$ cat config.mk
export PLATFORM = sky130hd
export DESIGN_NAME = timer_bank
export DESIGN_NICKNAME = d
export VERILOG_FILES = /design/src/rtl/timer_bank_pkg.sv /design/src/rtl/timer_channel.sv /design/src/rtl/timer_bank.sv
export SDC_FILE = /design/constraint.sdc
export NUM_CORES = 1
export LEC_CHECK = 0
export CELL_PAD_IN_SITES_DETAIL_PLACEMENT = 1
export CELL_PAD_IN_SITES_GLOBAL_PLACEMENT = 1
export CORE_UTILIZATION = 39
export DETAILED_ROUTE_END_ITERATION = 8
export PLACE_DENSITY_LB_ADDON = 0.1
export SLEW_MARGIN = 0
export SYNTH_ARGS = -nofsm -noshare
export SYNTH_HDL_FRONTEND = slang
export SYNTH_SLANG_ARGS = --single-unit
$ cat constraint.sdc
create_clock -name clk -period 4.02 [get_ports clk]
set_clock_uncertainty 0.05 [all_clocks]
set_input_delay 1.005 -clock clk [delete_from_list [all_inputs] [get_ports clk]]
set_output_delay 1.005 -clock clk [all_outputs]
set_load 0.02 [all_outputs]
$ cat src/rtl/timer_bank_pkg.sv
// Shared definitions for the timer_bank multi-channel countdown timer.
// Holds the per-channel FSM state encoding used by timer_channel.
package timer_bank_pkg;

    typedef enum logic [1:0] {
        TB_IDLE     = 2'd0,
        TB_COUNTING = 2'd1,
        TB_PAUSED   = 2'd2,
        TB_EXPIRED  = 2'd3
    } tb_state_e;

endpackage : timer_bank_pkg

$ cat src/rtl/timer_channel.sv
// One countdown channel of timer_bank: a four-state FSM plus a CNT_W-bit
// down counter.
// Ports:
//   clk, reset         system clock, synchronous active-high reset
//   tick               shared 1-cycle decrement enable
//   start              start/restart pulse, loads load_value
//   pause              level, freezes a counting channel
//   abort              pulse, returns the channel to IDLE
//   auto_reload        level, sampled in EXPIRED to re-arm the channel
//   load_value         reload value
//   expired            1-cycle pulse while in EXPIRED
//   busy               1 while COUNTING or PAUSED
//   count              live counter value
module timer_channel
    import timer_bank_pkg::*;
#(
    parameter int unsigned CNT_W = 4
) (
    input  logic             clk,
    input  logic             reset,
    input  logic             tick,
    input  logic             start,
    input  logic             pause,
    input  logic             abort,
    input  logic             auto_reload,
    input  logic [CNT_W-1:0] load_value,
    output logic             expired,
    output logic             busy,
    output logic [CNT_W-1:0] count
);

    localparam logic [CNT_W-1:0] CNT_ONE = CNT_W'(1);

    tb_state_e        state_q, state_d;
    logic [CNT_W-1:0] count_q, count_d;

    // State register
    always_ff @(posedge clk) begin
        if (reset) begin
            state_q <= TB_IDLE;
            count_q <= '0;
        end else begin
            state_q <= state_d;
            count_q <= count_d;
        end
    end

    // Next-state logic; priority abort > start > pause > tick
    always_comb begin
        state_d = state_q;
        count_d = count_q;
        unique case (state_q)
            TB_IDLE: begin
                count_d = '0;
                if (!abort && start) begin
                    state_d = TB_COUNTING;
                    count_d = load_value;
                end
            end
            TB_COUNTING: begin
                if (abort) begin
                    state_d = TB_IDLE;
                    count_d = '0;
                end else if (start) begin
                    count_d = load_value;
                end else if (pause) begin
                    state_d = TB_PAUSED;
                end else if (count_q == '0) begin
                    // Leaving COUNTING here is what keeps the decrement from wrapping
                    state_d = TB_EXPIRED;
                end else if (tick) begin
                    count_d = count_q - CNT_ONE;
                end
            end
            TB_PAUSED: begin
                // Ticks arriving while paused are dropped, not queued
                if (abort) begin
                    state_d = TB_IDLE;
                    count_d = '0;
                end else if (start) begin
                    state_d = TB_COUNTING;
                    count_d = load_value;
                end else if (!pause) begin
                    state_d = TB_COUNTING;
                end
            end
            TB_EXPIRED: begin
                count_d = '0;
                if (abort) begin
                    state_d = TB_IDLE;
                end else if (start || auto_reload) begin
                    state_d = TB_COUNTING;
                    count_d = load_value;
                end else begin
                    state_d = TB_IDLE;
                end
            end
            default: begin
                state_d = TB_IDLE;
                count_d = '0;
            end
        endcase
    end

    // Outputs decoded from registered state only
    always_comb begin
        expired = (state_q == TB_EXPIRED);
        busy    = (state_q == TB_COUNTING) || (state_q == TB_PAUSED);
        count   = count_q;
    end

endmodule : timer_channel

$ cat src/rtl/timer_bank.sv
// timer_bank: NUM_CH independent countdown timers sharing one tick enable.
// Each channel supports start/restart, pause/resume, abort and auto-reload.
// Ports:
//   clk, reset    system clock, synchronous active-high reset
//   tick          shared 1-cycle decrement enable
//   start         per-channel start/restart pulse
//   pause         per-channel pause level
//   abort         per-channel abort pulse
//   auto_reload   per-channel re-arm level, sampled at expiry
//   load_value    channel i at [i*CNT_W +: CNT_W]
//   expired       per-channel 1-cycle expiry pulse
//   busy          per-channel COUNTING|PAUSED indicator
//   count         live counters, same packing as load_value
//   any_expired   OR of expired, same cycle
module timer_bank
    import timer_bank_pkg::*;
#(
    parameter int unsigned NUM_CH = 4,
    parameter int unsigned CNT_W  = 4
) (
    input  logic                    clk,
    input  logic                    reset,
    input  logic                    tick,
    input  logic [NUM_CH-1:0]       start,
    input  logic [NUM_CH-1:0]       pause,
    input  logic [NUM_CH-1:0]       abort,
    input  logic [NUM_CH-1:0]       auto_reload,
    input  logic [NUM_CH*CNT_W-1:0] load_value,
    output logic [NUM_CH-1:0]       expired,
    output logic [NUM_CH-1:0]       busy,
    output logic [NUM_CH*CNT_W-1:0] count,
    output logic                    any_expired
);

    for (genvar i = 0; i < NUM_CH; i++) begin : g_ch
        timer_channel #(
            .CNT_W (CNT_W)
        ) u_ch (
            .clk         (clk),
            .reset       (reset),
            .tick        (tick),
            .start       (start[i]),
            .pause       (pause[i]),
            .abort       (abort[i]),
            .auto_reload (auto_reload[i]),
            .load_value  (load_value[i*CNT_W +: CNT_W]),
            .expired     (expired[i]),
            .busy        (busy[i]),
            .count       (count[i*CNT_W +: CNT_W])
        );
    end

    always_comb begin
        any_expired = |expired;
    end

endmodule : timer_bank

# Yosys cells after proc, flatten, opt, wreduce, memory -nomap -nowiden
# Index checks and enable logic that the tools add are counted.
# W data, S select, Z words.
# totals
latch_bits	0
reg_bits	24
elab_cells	177
romBits	0
mem_bits_rw	0
output_inout_bits	25
n_memories	0
# op_classes
n_eq_ne	44
n_addsub	4
order_cmp	0
muxes	88
shifts	0
n_div	0
multipliers	0
n_reduce_logical	33
bitwise	0
# ops
cell	count
$mux W4	40
$mux W2	36
$ne A4 B4 Y1 const B	16
$pmux W4 S4	4
$pmux W2 S4	4
$reduce_and A4 Y1	8
$ne A3 B3 Y1 const B	8
$eq A2 B2 Y1 const B	8
$logic_not A4 Y1	4
$ne A4 B3 Y1 const B	4
$sub A4 B1 Y4 const B	4
$eq A2 B1 Y1 const B	4
$logic_not A2 Y1	4
$logic_or A1 B1 Y1	8
$ne A2 B1 Y1 const B	4
$logic_and A1 B1 Y1	4
$logic_not A1 Y1	4
$mux W1	4
$reduce_or A4 Y1	1

# Logic depth before layout (Yosys ltp)
# logic_depth
depth_word	7
mapped_depth	7
depth_no_buf	6

# Cells and area by module
# From an unflattened synthesis, not the netlist that was laid out.
# hier_totals
hier_cells	273
hier_area_um2	2334.7
# by_module_without_submodules
mod	cells_per_inst	instances	seq_area_each_um2	area_per_inst_um2
timer_channel	68	4	120.1	581.8
timer_bank	1	1	0.0	7.5

# Worst setup path after synthesis
# OpenSTA, ideal clock, no wires.
# synth_timing
path_kind	register to output
startpoint	register g_ch[1].u_ch.state_q[0]
endpoint	output any_expired
path_stages_with_launch	3
setup_slack_ps	1778
required_ps	2965
arrival_ps	1187
path_cell_list	dfxtp_1 -> ha_1 -> or4_1
# synth_between
elab_chain_cells	2
# synth_lines
item	line	source
start, declared	timer_channel.sv:34	tb_state_e state_q, state_d;
start signal, assigned	timer_channel.sv:43	state_q <= state_d;
$eq A2 B2 Y1	timer_channel.sv:107	expired = (state_q == TB_EXPIRED);
via g_ch[1].u_ch.expired	timer_channel.sv:27	output logic expired,
$reduce_or A4 Y1	timer_bank.sv:54	any_expired = |expired;
end, declared	timer_bank.sv:32	output logic any_expired
# The timed path passes the listed nets, and every way through them passes these cells.

# Worst setup path after layout
# layout_timing
startpoint	register g_ch[2].u_ch.state_q[1]
endpoint	output any_expired
# layout_between
elab_chain_cells	2
# layout_lines
item	line
start, declared	timer_channel.sv:34
start signal, assigned	timer_channel.sv:43
$eq A2 B2 Y1	timer_channel.sv:107
$reduce_or A4 Y1	timer_bank.sv:54
# No other way between the ends.

==> impl_metrics.toml <==
[layout]
diodes = 0
final_nets = 401
n_fill_cell = 731
area_growth_syn_to_layout_pct = 27.27
drive_gt1_share_pct = 7.122

[timing]
rsz0062_at_grt = "no"
fin_crit_sh_pct = 75.33
setup_viol = 0
worst_pin_slew_ns = 0.5431
fin_hold_ws_ns = 0.4755
finalHoldViolCount = 0
tns_ns = 0
slew_headroom_pct = 63.75
min_period_ns = 3.028
fmax_mhz = 330.2
maxSlewViolCount = 0

[cts]
numCtsBuffers = 3
holdBufCountCts = 0
cts_tree = "done"
cts_buffer_depth = 2
cts_max_level = 1
postCtsSetupRepairBufs = 0
clk_latency_ns = 0.27
cts_resized = 0
clkTransAtPathRegs_ns = 0.09
clock-root-buffer = "clkbuf_8"
cts_sinks = 24

[critical_path]
crit_type = "register to output pin"
startpoint_type = "register"
slowest_stage = "clkdlybuf4s50_1"
cp_max_fo = 4
crit_required_ns = 2.96
critPathCaptureType = "output pin"
cp_top_family = "buffers and inverters"
cp_num_buf_inv = 1
slowest_delay_ns = 0.54
crit_chain = "ha_1 > or4_1 > clkdlybuf4s50_1"
crit_arrival_ns = 1.97

[yosys]
ys_seq_elements = 24
avgSynthCellArea_sq_um = 8.180
ys_types = 58
seq_area_frac_synth_pct = 20.25
synth_cells = 290
syn-cell-area_sq_mm = 0.002372
yosys_warnings = 0
synth-edff-count = 0
async_reset_ff_share_pct = 0
syn_nets = 353
synth_flop_cell = "dfxtp_1"

[floorplan]
die_height_um = 79.99
die_w_um = 79.99
num_rows = 28
ios = 60
core-area_sq_mm = 0.005886
fp.dieArea_sq_mm = 0.006398
floorplan.initialDensity_pct = 40.31

[pwr]
p_leak_nw = 1.074
ir_drop_uv = 197.8
powerDensity_mw_per_mm2 = 423.7

[routing]
vias_per_cell = 5.925
ant_nets = 0
drt-wirelength-per-cell_um = 16.76
num_vias = 2441
wirelength_mm = 6.904
drt_iter0_drc = 68
drt_first_pass_iters = 4
remaining_drc_errors = 0

[place]
io_buffers = 59
hpwl_mm = 5.205
place.gp.congestion = 0.7680

[global_route]
antenna_found_initial = 0
grt_max_degree = 23
grt.total_usage_pct = 22.54
grt_pass1_vias = 2373
grt_pass1_wl_mm = 11.41
overflow = 0

[outcome]
status = "finished, final reports clean"

[run]
max_cap_viol_count = 0

[min_path]
holdCritPathClass = "register to register"
==> cells by family after synthesis <==
group	Yosys count	share of synthesized area (%)
buffers and inverters	46	8.808
DFF	24	20.25
and+or+nand+nor	86	20.78
adders and majority gates	28	14.77
AOI/OAI and AO/OA	104	34.49
muxes	2	0.8966
==> where the power goes <==
part | leakage, nW | switching, mW | total [mW] | internal [mW]
sequential | 0.196 | 0.0484 | 0.327 | 0.279
combinational | 0.850 | 0.436 | 0.780 | 0.344
clock | 0.0288 | 0.0841 | 0.172 | 0.0877
==> path summary, 6_finish.rpt <==
check	end	cells after the start	slack, ns	from
worst max-delay path	any_expired	3	0.99	g_ch[2].u_ch.state_q[1]
worst min-delay path	g_ch[3].u_ch.state_q[1]	2	0.48	g_ch[3].u_ch.state_q[1]
worst max register to register	g_ch[2].u_ch.count[2]	6	1.99	g_ch[2].u_ch.state_q[1]
worst min register to register	g_ch[3].u_ch.state_q[1]	2	0.48	g_ch[3].u_ch.state_q[1]
==> stage by stage <==
stage | power (mW) | cells | util [%] | cell area [sq um] | worst slack, ns
floorplan | 0.8851 | 290 | - | 2372 | 1.778
global placement | 1.089 | 408 | 50.36 | 2964 | 1.147
detailed placement | 1.106 | 408 | 50.36 | 2964 | 1.100
finish | 1.279 | 412 | 51.30 | 3019 | 0.9918
CTS | 1.288 | 412 | 51.30 | 3019 | 0.9747
global route | 1.379 | 412 | 51.30 | 3019 | 0.9071
==> placed cells by master, fill, tap and decap left out, types with 7 or more instances in the layout <==
master           synthesis  layout
nor2_1                  26      26
dfxtp_1                 24      24
ha_1                    28      28
o211ai_1                10      10
clkdlybuf4s50_1          0      59
a211oi_1                15      15
nor3_1                   8       8
a21oi_1                 13      13
nand2b_1                 7       7
o21ai_1                  8       8
inv_1                   28      28
==> Yosys cell counts, drive strengths merged, types with 3 or more instances <==
master / number / share of area (%)
o21ai: 14 / 3.0
o2bb2ai: 3 / 1.1
nor3: 8 / 1.7
nand2: 6 / 0.95
or2: 4 / 1.1
o32ai: 4 / 1.5
inv: 29 / 4.6
nor2b: 5 / 1.3
o31ai: 5 / 1.6
buf: 13 / 3.6
nor2: 26 / 4.1
nand2b: 7 / 1.8
nand3: 6 / 1.3
a311oi: 4 / 3.0
or3b: 4 / 1.7
ha: 28 / 15
or4b: 5 / 2.4
nor3b: 6 / 1.9
o211ai: 10 / 3.2
clkbuf: 4 / 0.63
a21oi: 14 / 3.1
o21a: 6 / 1.9
a211o: 4 / 1.5
a211oi: 15 / 4.7
a22oi: 5 / 1.6
dfxtp: 24 / 20
==> metal layers <==
layer | vias up | track usage [%] | part of all wire, %
li1 | 1178 | - | -
met2 | 54 | 39.06 | 47
met1 | 1202 | 28.99 | 48
met3 | 7 | 2.743 | 3.6
met4 | 0 | 6.607 | 1.3
met5 | - | 0 | 0
==> flip-flops by register name, indices dropped and copies added, names as in the netlist <==
signal,flops
g_ch.u_ch.count,16
g_ch.u_ch.state_q,8
==> worst reg2reg max path: stages, from the launching register on <==
cell and delay (ns):
dfxtp_1 0.40, inv_1 0.11, ha_1 0.26, or2_2 0.31, o32ai_1 0.46, a22oi_1 0.15, o31ai_1 0.22
==> layout make-up <==
cell class | instances | area, sq um | share of cell area (%)
tap | 75 | 93.84 | 3.108
sequential | 24 | 480.5 | 15.91
clock buffer | 4 | 55.05 | 1.823
multi-input combinational | 220 | 1683 | 55.74
timing repair buffer | 60 | 598.1 | 19.81
inverter | 29 | 108.9 | 3.605
(Power assumes the default switching activity.)
